--- src/rtl/bnn_pkg.sv ---
// Shared constants, sample type, FSM encoding and signed max helper for the
// binary-net pooling stage.
package bnn_pkg;

  localparam int unsigned CH = 6;
  localparam int unsigned DW = 16;

  typedef logic signed [DW-1:0] sample_t;

  typedef enum logic [1:0] {IDLE, RUN, DONE} state_e;

  function automatic sample_t smax(input sample_t a, input sample_t b);
    return (a > b) ? a : b;
  endfunction

endpackage

--- src/rtl/pool_linebuf.sv ---
// Half-row line buffer: one entry per horizontal pair, shared read/write
// address, registered write and combinational read.
module pool_linebuf #(
  parameter int unsigned DEPTH = 12,
  parameter int unsigned W     = 96,
  parameter int unsigned AW    = 4
) (
  input  logic          clk,
  input  logic          we_i,
  input  logic [AW-1:0] addr_i,
  input  logic [W-1:0]  wdata_i,
  output logic [W-1:0]  rdata_o
);

  logic [W-1:0] mem_q [DEPTH];

  always_ff @(posedge clk) begin
    if (we_i) mem_q[addr_i] <= wdata_i;
  end

  assign rdata_o = mem_q[addr_i];

endmodule

--- src/rtl/maxpool_bin.sv ---
// Streaming 2x2/stride-2 max pooling over six lockstep channels, followed by
// per-channel signed thresholding into activation bits.
module maxpool_bin
  import bnn_pkg::*;
#(
  parameter int unsigned IMG_W = 24,
  parameter int unsigned IMG_H = 24
) (
  input  logic             clk,
  input  logic             rst,
  input  logic             start,
  input  logic [CH*DW-1:0] thresh,
  input  logic [CH-1:0]    ivalid,
  input  logic [CH-1:0]    in_done,
  input  logic [DW-1:0]    din_0,
  input  logic [DW-1:0]    din_1,
  input  logic [DW-1:0]    din_2,
  input  logic [DW-1:0]    din_3,
  input  logic [DW-1:0]    din_4,
  input  logic [DW-1:0]    din_5,
  output logic             ovalid,
  output logic [CH-1:0]    dout_bin,
  output logic [CH*DW-1:0] dout_pool,
  output logic             frame_done,
  output logic             err
);

  localparam int unsigned HW = IMG_W / 2;
  localparam int unsigned CW = $clog2(IMG_W);
  localparam int unsigned RW = $clog2(IMG_H);
  localparam int unsigned AW = (HW > 1) ? $clog2(HW) : 1;

  state_e          state_q;
  logic [CW-1:0]   col_q;
  logic [RW-1:0]   row_q;
  logic            ovalid_q, fdone_q, err_q;

  sample_t         din_a [CH];
  logic [CH*DW-1:0] lb_wdata, lb_rdata;

  logic run, samp, last_col, last_row, fin, abort, acc, partial, pool_fire, lb_we;

  assign din_a[0] = din_0;
  assign din_a[1] = din_1;
  assign din_a[2] = din_2;
  assign din_a[3] = din_3;
  assign din_a[4] = din_4;
  assign din_a[5] = din_5;

  // start always wins; a completing sample outranks a simultaneous in_done
  assign run       = (state_q == RUN) && !start;
  assign samp      = run && (ivalid == '1);
  assign last_col  = (col_q == CW'(IMG_W - 1));
  assign last_row  = (row_q == RW'(IMG_H - 1));
  assign fin       = samp && last_col && last_row;
  assign abort     = run && (in_done == '1) && !fin;
  assign acc       = samp && !abort;
  assign partial   = run && (ivalid != '0) && (ivalid != '1);
  assign pool_fire = acc && col_q[0] && row_q[0];
  assign lb_we     = acc && col_q[0] && !row_q[0];

  pool_linebuf #(
    .DEPTH (HW),
    .W     (CH * DW),
    .AW    (AW)
  ) u_linebuf (
    .clk     (clk),
    .we_i    (lb_we),
    .addr_i  (AW'(col_q >> 1)),
    .wdata_i (lb_wdata),
    .rdata_o (lb_rdata)
  );

  // Frame control: state, raster counters, valid/done pulses, sticky error
  always_ff @(posedge clk or posedge rst) begin
    if (rst) begin
      state_q  <= IDLE;
      col_q    <= '0;
      row_q    <= '0;
      ovalid_q <= 1'b0;
      fdone_q  <= 1'b0;
      err_q    <= 1'b0;
    end else begin
      ovalid_q <= pool_fire;
      fdone_q  <= fin;
      if (start) begin
        state_q <= RUN;
        col_q   <= '0;
        row_q   <= '0;
        err_q   <= 1'b0;
      end else begin
        if (partial || abort) err_q <= 1'b1;
        case (state_q)
          RUN: begin
            if (abort)    state_q <= IDLE;
            else if (fin) state_q <= DONE;
          end
          DONE:    state_q <= IDLE;
          default: state_q <= state_q;
        endcase
        if (acc) begin
          if (last_col) begin
            col_q <= '0;
            row_q <= last_row ? '0 : row_q + RW'(1);
          end else begin
            col_q <= col_q + CW'(1);
          end
        end
      end
    end
  end

  for (genvar g = 0; g < CH; g++) begin : g_ch
    sample_t hold_q, thr_q, pool_q, hmax, pooled;
    logic    bin_q;

    assign hmax     = smax(hold_q, din_a[g]);
    assign pooled   = smax(sample_t'(lb_rdata[g*DW +: DW]), hmax);
    assign lb_wdata[g*DW +: DW] = hmax;

    always_ff @(posedge clk or posedge rst) begin
      if (rst) begin
        hold_q <= '0;
        thr_q  <= '0;
        pool_q <= '0;
        bin_q  <= 1'b0;
      end else begin
        if (start) thr_q <= thresh[g*DW +: DW];
        if (acc && !col_q[0]) hold_q <= din_a[g];
        if (pool_fire) begin
          pool_q <= pooled;
          bin_q  <= (pooled >= thr_q);
        end
      end
    end

    assign dout_pool[g*DW +: DW] = pool_q;
    assign dout_bin[g]           = bin_q;
  end

  assign ovalid     = ovalid_q;
  assign frame_done = fdone_q;
  assign err        = err_q;

endmodule

--- config.mk ---
export PLATFORM = sky130hd
export DESIGN_NAME = maxpool_bin
export DESIGN_NICKNAME = d
export VERILOG_FILES = /design/src/rtl/bnn_pkg.sv /design/src/rtl/pool_linebuf.sv /design/src/rtl/maxpool_bin.sv
export SDC_FILE = /design/constraint.sdc
export NUM_CORES = 2
export LEC_CHECK = 0
export BUFFER_PORTS_ARGS = -buffer_cell sky130_fd_sc_hd__buf_2
export CORE_MARGIN = 2
export CORE_UTILIZATION = 45
export CTS_BUF_LIST = sky130_fd_sc_hd__clkbuf_2
export CTS_CLUSTER_DIAMETER = 80
export DETAILED_ROUTE_END_ITERATION = 8
export GPL_TIMING_DRIVEN = 0
export PLACE_DENSITY = 0.72
export SETUP_SLACK_MARGIN = 0.2
export SYNTH_ARGS = -nofsm -noshare
export SYNTH_HDL_FRONTEND = slang
export SYNTH_SLANG_ARGS = --single-unit
export TNS_END_PERCENT = 1
--- constraint.sdc ---
create_clock -name clk -period 11.1 [get_ports clk]
set_input_delay 2.22 -clock clk [delete_from_list [all_inputs] [get_ports clk]]
set_output_delay 2.22 -clock clk [all_outputs]
set_load 0.02 [all_outputs]
Word level (Yosys, flattened, before mapping)
Memory sizes are Yosys's and may differ from the RTL's.
Index checks and enable logic that the tools add are counted.
{"block": "word_totals", "memories": 1, "out_inout_bits": 105, "mem_bits_rw": 1152, "register_bits": 309, "in_bits": 207, "elab_cells": 112}
{"memory": "u_linebuf.mem_q", "words": 12, "width": 96, "rd": 1, "rd_clocked_by_memory_dff": 0, "wr": 1, "line_no": "pool_linebuf.sv:15", "source": "logic [W-1:0] mem_q [DEPTH];"}
{"block": "op_classes", "n_reduce_logical": 26, "eq_ne": 8, "muxes": 27, "add_sub_neg": 2, "magnitude_cmp": 18}
{"cell": "> comparator 16 bit", "n": 12}
{"cell": "two-way mux 16 bit", "n": 12}
{"cell": ">= comparator 16 bit", "n": 6}
{"cell": "two-way mux 5 bit", "n": 7}
{"cell": "logical AND 1 bit", "n": 13}
{"cell": "== test 6 bit (second input constant)", "n": 2}
{"cell": "adder 5 x 1 -> 5 bit (second input constant)", "n": 2}
{"cell": "== test 5 bit (second input constant)", "n": 2}
{"cell": "two-way mux 2 bit", "n": 3}
{"cell": "inequality test 6 bit (second input constant)", "n": 1}
{"cell": "nonzero test 2 bit", "n": 3}
{"cell": "nonzero test 6 bit", "n": 1}
{"cell": "logical NOT 1 bit", "n": 5}
{"cell": "two-way mux 1 bit", "n": 4}
{"cell": "inequality test 4 bit (second input constant)", "n": 1}
{"cell": "case mux 2 bit (2 select lines)", "n": 1}
{"cell": "AND reduction 2 bit", "n": 2}
{"cell": "nonzero test 3 bit", "n": 1}
{"cell": "== test 2 x 1 -> 1 bit (second input constant)", "n": 1}
{"cell": "== test 2 bit (second input constant)", "n": 1}
{"cell": "logical OR 1 bit", "n": 1}

Depth between registers and ports, before layout
{"block": "logic_depth", "word_depth": 13, "mapped_depth": 35, "depth_no_buf": 33}

Cells and area by module
From an unflattened synthesis, not the netlist that was laid out.
{"block": "hier_totals", "cells_unflattened": 4395, "hier_area_um2": 66059.6}
{"mod": "pool_linebuf", "seq_area_each_um2": 34593.2, "cells_per_inst": 2168, "area_per_inst_um2": 44767.9, "instances": 1}
{"mod": "maxpool_bin", "seq_area_each_um2": 7732.4, "cells_per_inst": 2227, "area_per_inst_um2": 21291.7, "instances": 1}

Least setup slack after synthesis
OpenSTA, ideal clock, no wires.
{"block": "synth_path", "path_kind": "input-to-reg", "startpoint": "input port start", "endpoint": "memory u_linebuf.mem_q[8][0] (enable)", "required_ns": 10.432, "setup_slack_ns": 0.073, "stages": 8, "path_buffers": 0, "setup_ns": 0.668, "t_arrival_ns": 10.359, "cell_sequence": "nor3b_1 -> nand2_1 -> or3_1 -> a21oi_1 -> nand2_1 -> nor3_1 -> nand2_1 -> nor3_1"}
{"block": "synth_via", "elab_chain_cells": 13, "word_cells_on_any_way": 14, "classes_between": "mux: 2; reduce/logical: 12"}
{"item": "start: declaration", "line_no": "maxpool_bin.sv:11", "source": "input logic start,"}
{"item": "logical NOT 1 bit (*)", "line_no": "maxpool_bin.sv:51", "source": "assign run = (state_q == RUN) && !start;"}
{"item": "logical AND 1 bit (*)", "line_no": "maxpool_bin.sv:51"}
{"item": "logical AND 1 bit", "line_no": "maxpool_bin.sv:52", "source": "assign samp = run && (ivalid == '1);"}
{"item": "logical AND 1 bit (2 in a row)", "line_no": "maxpool_bin.sv:55", "source": "assign fin = samp && last_col && last_row;"}
{"item": "logical NOT 1 bit", "line_no": "maxpool_bin.sv:56", "source": "assign abort = run && (in_done == '1) && !fin;"}
{"item": "logical AND 1 bit", "line_no": "maxpool_bin.sv:56"}
{"item": "logical NOT 1 bit", "line_no": "maxpool_bin.sv:57", "source": "assign acc = samp && !abort;"}
{"item": "logical AND 1 bit (*)", "line_no": "maxpool_bin.sv:57"}
{"item": "logical AND 1 bit (*) (2 in a row)", "line_no": "maxpool_bin.sv:60", "source": "assign lb_we = acc && col_q[0] && !row_q[0];"}
{"item": "two-way mux 1 bit (*)", "line_no": "pool_linebuf.sv:18", "source": "if (we_i) mem_q[addr_i] <= wdata_i;"}
{"item": "two-way mux 1 bit (not written as such) (*)", "line_no": "pool_linebuf.sv:18"}
{"item": "end: declaration", "line_no": "pool_linebuf.sv:15"}
Mark *: on every way between the ends. The rest lies on a longest branch, timed or not.

Worst setup path after layout
{"block": "layout_path", "startpoint": "register col_q[2]", "endpoint": "register g_ch[1].bin_q"}
{"block": "layout_via", "word_cells_on_any_way": 13, "classes_between": "order compare: 2; eq/ne: 1; mux: 1; reduce/logical: 8; memory: 1"}
{"item": "start: declaration", "line_no": "maxpool_bin.sv:34", "source": "logic [CW-1:0] col_q;"}
{"item": "start signal: assignment", "line_no": "maxpool_bin.sv:106", "source": "col_q <= col_q + CW'(1);"}
{"item": "memory (12 x 96 bit) (*)"}
{"item": "> comparator 16 bit", "line_no": "bnn_pkg.sv:13", "source": "return (a > b) ? a : b;"}
{"item": "two-way mux 16 bit (*)", "line_no": "bnn_pkg.sv:13"}
{"item": "via g_ch[1].pooled[1]", "line_no": "maxpool_bin.sv:114", "source": "sample_t hold_q, thr_q, pool_q, hmax, pooled;"}
{"item": ">= comparator 16 bit (*)", "line_no": "maxpool_bin.sv:132", "source": "bin_q <= (pooled >= thr_q);"}
{"item": "end signal: assignment", "line_no": "maxpool_bin.sv:132"}
{"item": "end: declaration", "line_no": "maxpool_bin.sv:115", "source": "logic bin_q;"}
Mark *: on every way through the listed nets, which the timed path passes. The rest lies on a longest branch.
A chain may end at the register's enable or synchronous reset.

==> key figures <==
Global routing
  – Vias in the first global route: 41700
  – Largest net degree at the start of global routing: 108
  – Global route overflow: 0
  – GRT Total Usage: 0.252
  – Initial antenna violation count: 18
  – First-pass GRT wire length: 272 mm

STA
  – Worst slew pin tran: 1.36 ns
  – Slew headroom: 0.0910
  – Endpoints failing setup: 0
  – Skew final: 0.123 ns
  – Tcrit/Tclk final: 0.874
  – Fmax: 0.103 GHz
  – Period minus WS final: 9.71 ns
  – Final Hold Viols: 0
  – RSZ-0062 raised after global routing: no
  – Pins Over Slew Limit: 0

Yosys
  – Post-Synth Adder-Cell Area: 0.0543
  – Cell count after synthesis: 4262
  – Synth Area in Compound Gates: 0.0723
  – Mapped Area: 65500 um^2
  – Net count after synthesis: 4753
  – Yosys warning total: 0
  – Post-synthesis sequential area ratio: 0.646
  – XOR/XNOR share of the synthesized area: 0.000535
  – Post-synth cell types: 71
  – Share of flip-flops with an asynchronous set or reset: 0.211
  – Synth Flop Type: edfxtp_1
  – Synthesized area per cell: 15.4 um^2
  – Post-synth EDFFs: 1152
  – Largest family of logic cells by synthesized area: multiplexers
  – Synthesized flop and latch total: 1461
  – Post-synthesis simple-gate area fraction: 0.0409
  – Fraction of synthesized area in multiplexers: 0.151

Clock network
  – Worst skew pair latency: 1.65 ns
  – Worst-path clk slew: 0.11 ns
  – CTS H-tree lvls: 5
  – CTS tree: done
  – Clock Tree Buf Depth: 4
  – Hold buffer count at CTS: 0
  – Total CTS buffers: 379
  – Post CTS Setup Buffer Count: 0
  – CTS root buf: clkbuf_2
  – Clock sinks: 1461
  – CTS resizes: 0

Critical path
  – Largest stage delay on the critical path: 0.80 ns
  – R2R Path End: g_ch[1].bin_q
  – Crit path launch: col_q[2]
  – Worst setup EP type: register
  – WP data required: 12.54 ns
  – WP data arrival: 11.15 ns
  – Crit path max-delay cell type: clkbuf_1
  – Reg2reg start: col_q[2]
  – CP Max Fanout: 10
  – CP startpoint kind: register
  – Crit path kind: reg -> reg
  – Path depth of the worst reg2reg path: 30
  – Most frequent CP cell: o21a_1
  – Slack of the worst reg-to-reg path: 1.39 ns

Min path
  – Worst Hold Path Cells: 2
  – Worst hold path endpoint: g_ch[1].pool_q[8]
  – Hold path startpoint: g_ch[1].pool_q[8]
  – Hold Path Class: reg -> reg

Placement
  – Buffers on Ports: 311
  – Final Wtd Congestion: 0.913
  – DP Cell Count: 6572
  – DPL Wire Length: 135 mm

Detailed routing
  – DRC viols: 0
  – Detailed Route Iter0 Violations: 4522
  – DR vias: 41800
  – ANT nets after route: 0
  – WL final: 188 mm
  – Vias per cell: 5.78
  – First-pass iteration count of the detailed router: 7
  – WL/cell: 25.9 um

Run status
  – Outcome: complete, no violations

Pwr
  – Design Power: 11.6 mW
  – PD cells: 156 nW/um^2
  – Leak Pwr: 29.4 nW
  – VDD IR-drop max: 0.108 mV

Floorplan
  – Core Region: 145000 um^2
  – Initial Util: 0.452
  – IO Pins: 312
  – Die area: 149000 um^2
  – Die W: 386 um
  – # rows: 140
  – Die height: 386 um

Cells and area
  – Share of cells above drive strength 1: 0.290
  – Fin cells: 7239
  – Most frequent cells in the layout: 1152 x edfxtp_1, 552 x clkbuf_2, 374 x inv_1
  – Nets: 5527
  – Fill cells: 12100
  – Commonest non-fill, non-tap cell in the layout: edfxtp_1
  – Area grow syn2layout: 13.6%

Flow run
  – Max Cap Viol: 0
-- worst max path at each step --
stage,cells past startpoint,end,slack (ns)
floorplan,8,u_linebuf.mem_q[0][0],0.08
global placement,9,u_linebuf.mem_q[0][6],-7.74
detailed placement,35,g_ch[5].bin_q,0.54
CTS,30,g_ch[1].bin_q,1.43
global route,30,g_ch[1].bin_q,0.94
finish,30,g_ch[1].bin_q,1.39
-- Yosys cell counts (16+ instances only) --
library cell  number  area [um^2]
a21oi_1          188          941
o31a_1            16          140
ha_1             284         3550
nand2b_1          19          119
mux2i_1          169         1690
nor2_1           156          586
a31o_2            17          149
o21a_1            47          353
edfxtp_1        1152        34600
dfrtp_1          309         7730
buf_1             37          139
a22o_1            29          254
o21ai_0          226         1130
a21o_1            73          548
a21boi_0          18          135
inv_1            375         1410
and2_1            17          106
mux4_2           288         6490
mux2_2           151         1700
nand2_1          196          736
nand4_1           49          307
clkbuf_1         107          402
a31oi_1           47          294
nor2b_1           33          206
buf_2             47          235
nand3_1           49          245
-- per-stage QoR --
stage / util / hold slack (ns) / instance area [um^2] / setup WS, ns / setup TNS [ns]
final: 0.513 / 0.507 / 74400 / 1.39 / 0
after global routing: 0.513 / 0.528 / 74400 / 0.945 / 0
after CTS: 0.513 / 0.511 / 74400 / 1.43 / 0
after detailed placement: 0.490 / 0.478 / 71100 / 0.543 / 0
after global placement: 0.479 / 0.460 / 69500 / -7.74 / -4756.07
after floorplan: - / 0.451 / 65500 / 0.0800 / 0
-- metal layers --
metal  GRT usage  up-vias  wire [um]
met2       0.397     2361      88100
met3      0.0641      361      19000
met4      0.0999       12       6680
li1            -    18100          -
met1       0.335    21000      73600
met5           0        -         81
-- cells by family after synthesis --
family | count (synthesis)
XOR/XNOR | 4
adder cells (fa/ha/maj) | 284
buffers and inverters | 579
AO/OA/AOI/OAI | 751
AND/OR/NAND/NOR | 575
flip-flops | 1461
multiplexers | 608
-- power breakdown --
part	leakage (nW)	internal, mW	switching, mW
registers	14.5	6.25	0.0487
clock network	2.56	1.41	2.16
logic	12.3	0.601	1.16
total	29.4	8.25	3.38
-- cell type report --
cell class                 count  area [um^2]  area share
antenna                       13         32.5    0.000437
sequential                  1461        42300       0.569
buffer                       203          896      0.0120
timing repair buffer         393         3100      0.0416
tap                         1917         2400      0.0322
multi-input combinational   2222        21000       0.282
inverter                     376         1420      0.0191
clock buffer                 547         2740      0.0368
clock inverter               107          543     0.00730
-- worst max-delay path, delay by kind of cell, from the launching register on --
kind / cells / cell delay (ns)
buf+inv: 9 / 3.94
mux: 2 / 0.88
compound gates: 13 / 2.82
fa+ha+maj: 2 / 0.72
flops: 1 / 0.35
simple gates: 4 / 0.83
-- flip-flops by register name, summed over array words and instances (netlist names) --
signal and count:
g_ch.thr_q 96, g_ch.bin_q 6, g_ch.pool_q 96, frame_done 1
row_q 5, state_q 2, g_ch.hold_q 96, u_linebuf.mem_q 1152
err 1, ovalid 1, col_q 5
Power figures use the tool's default switching activity.
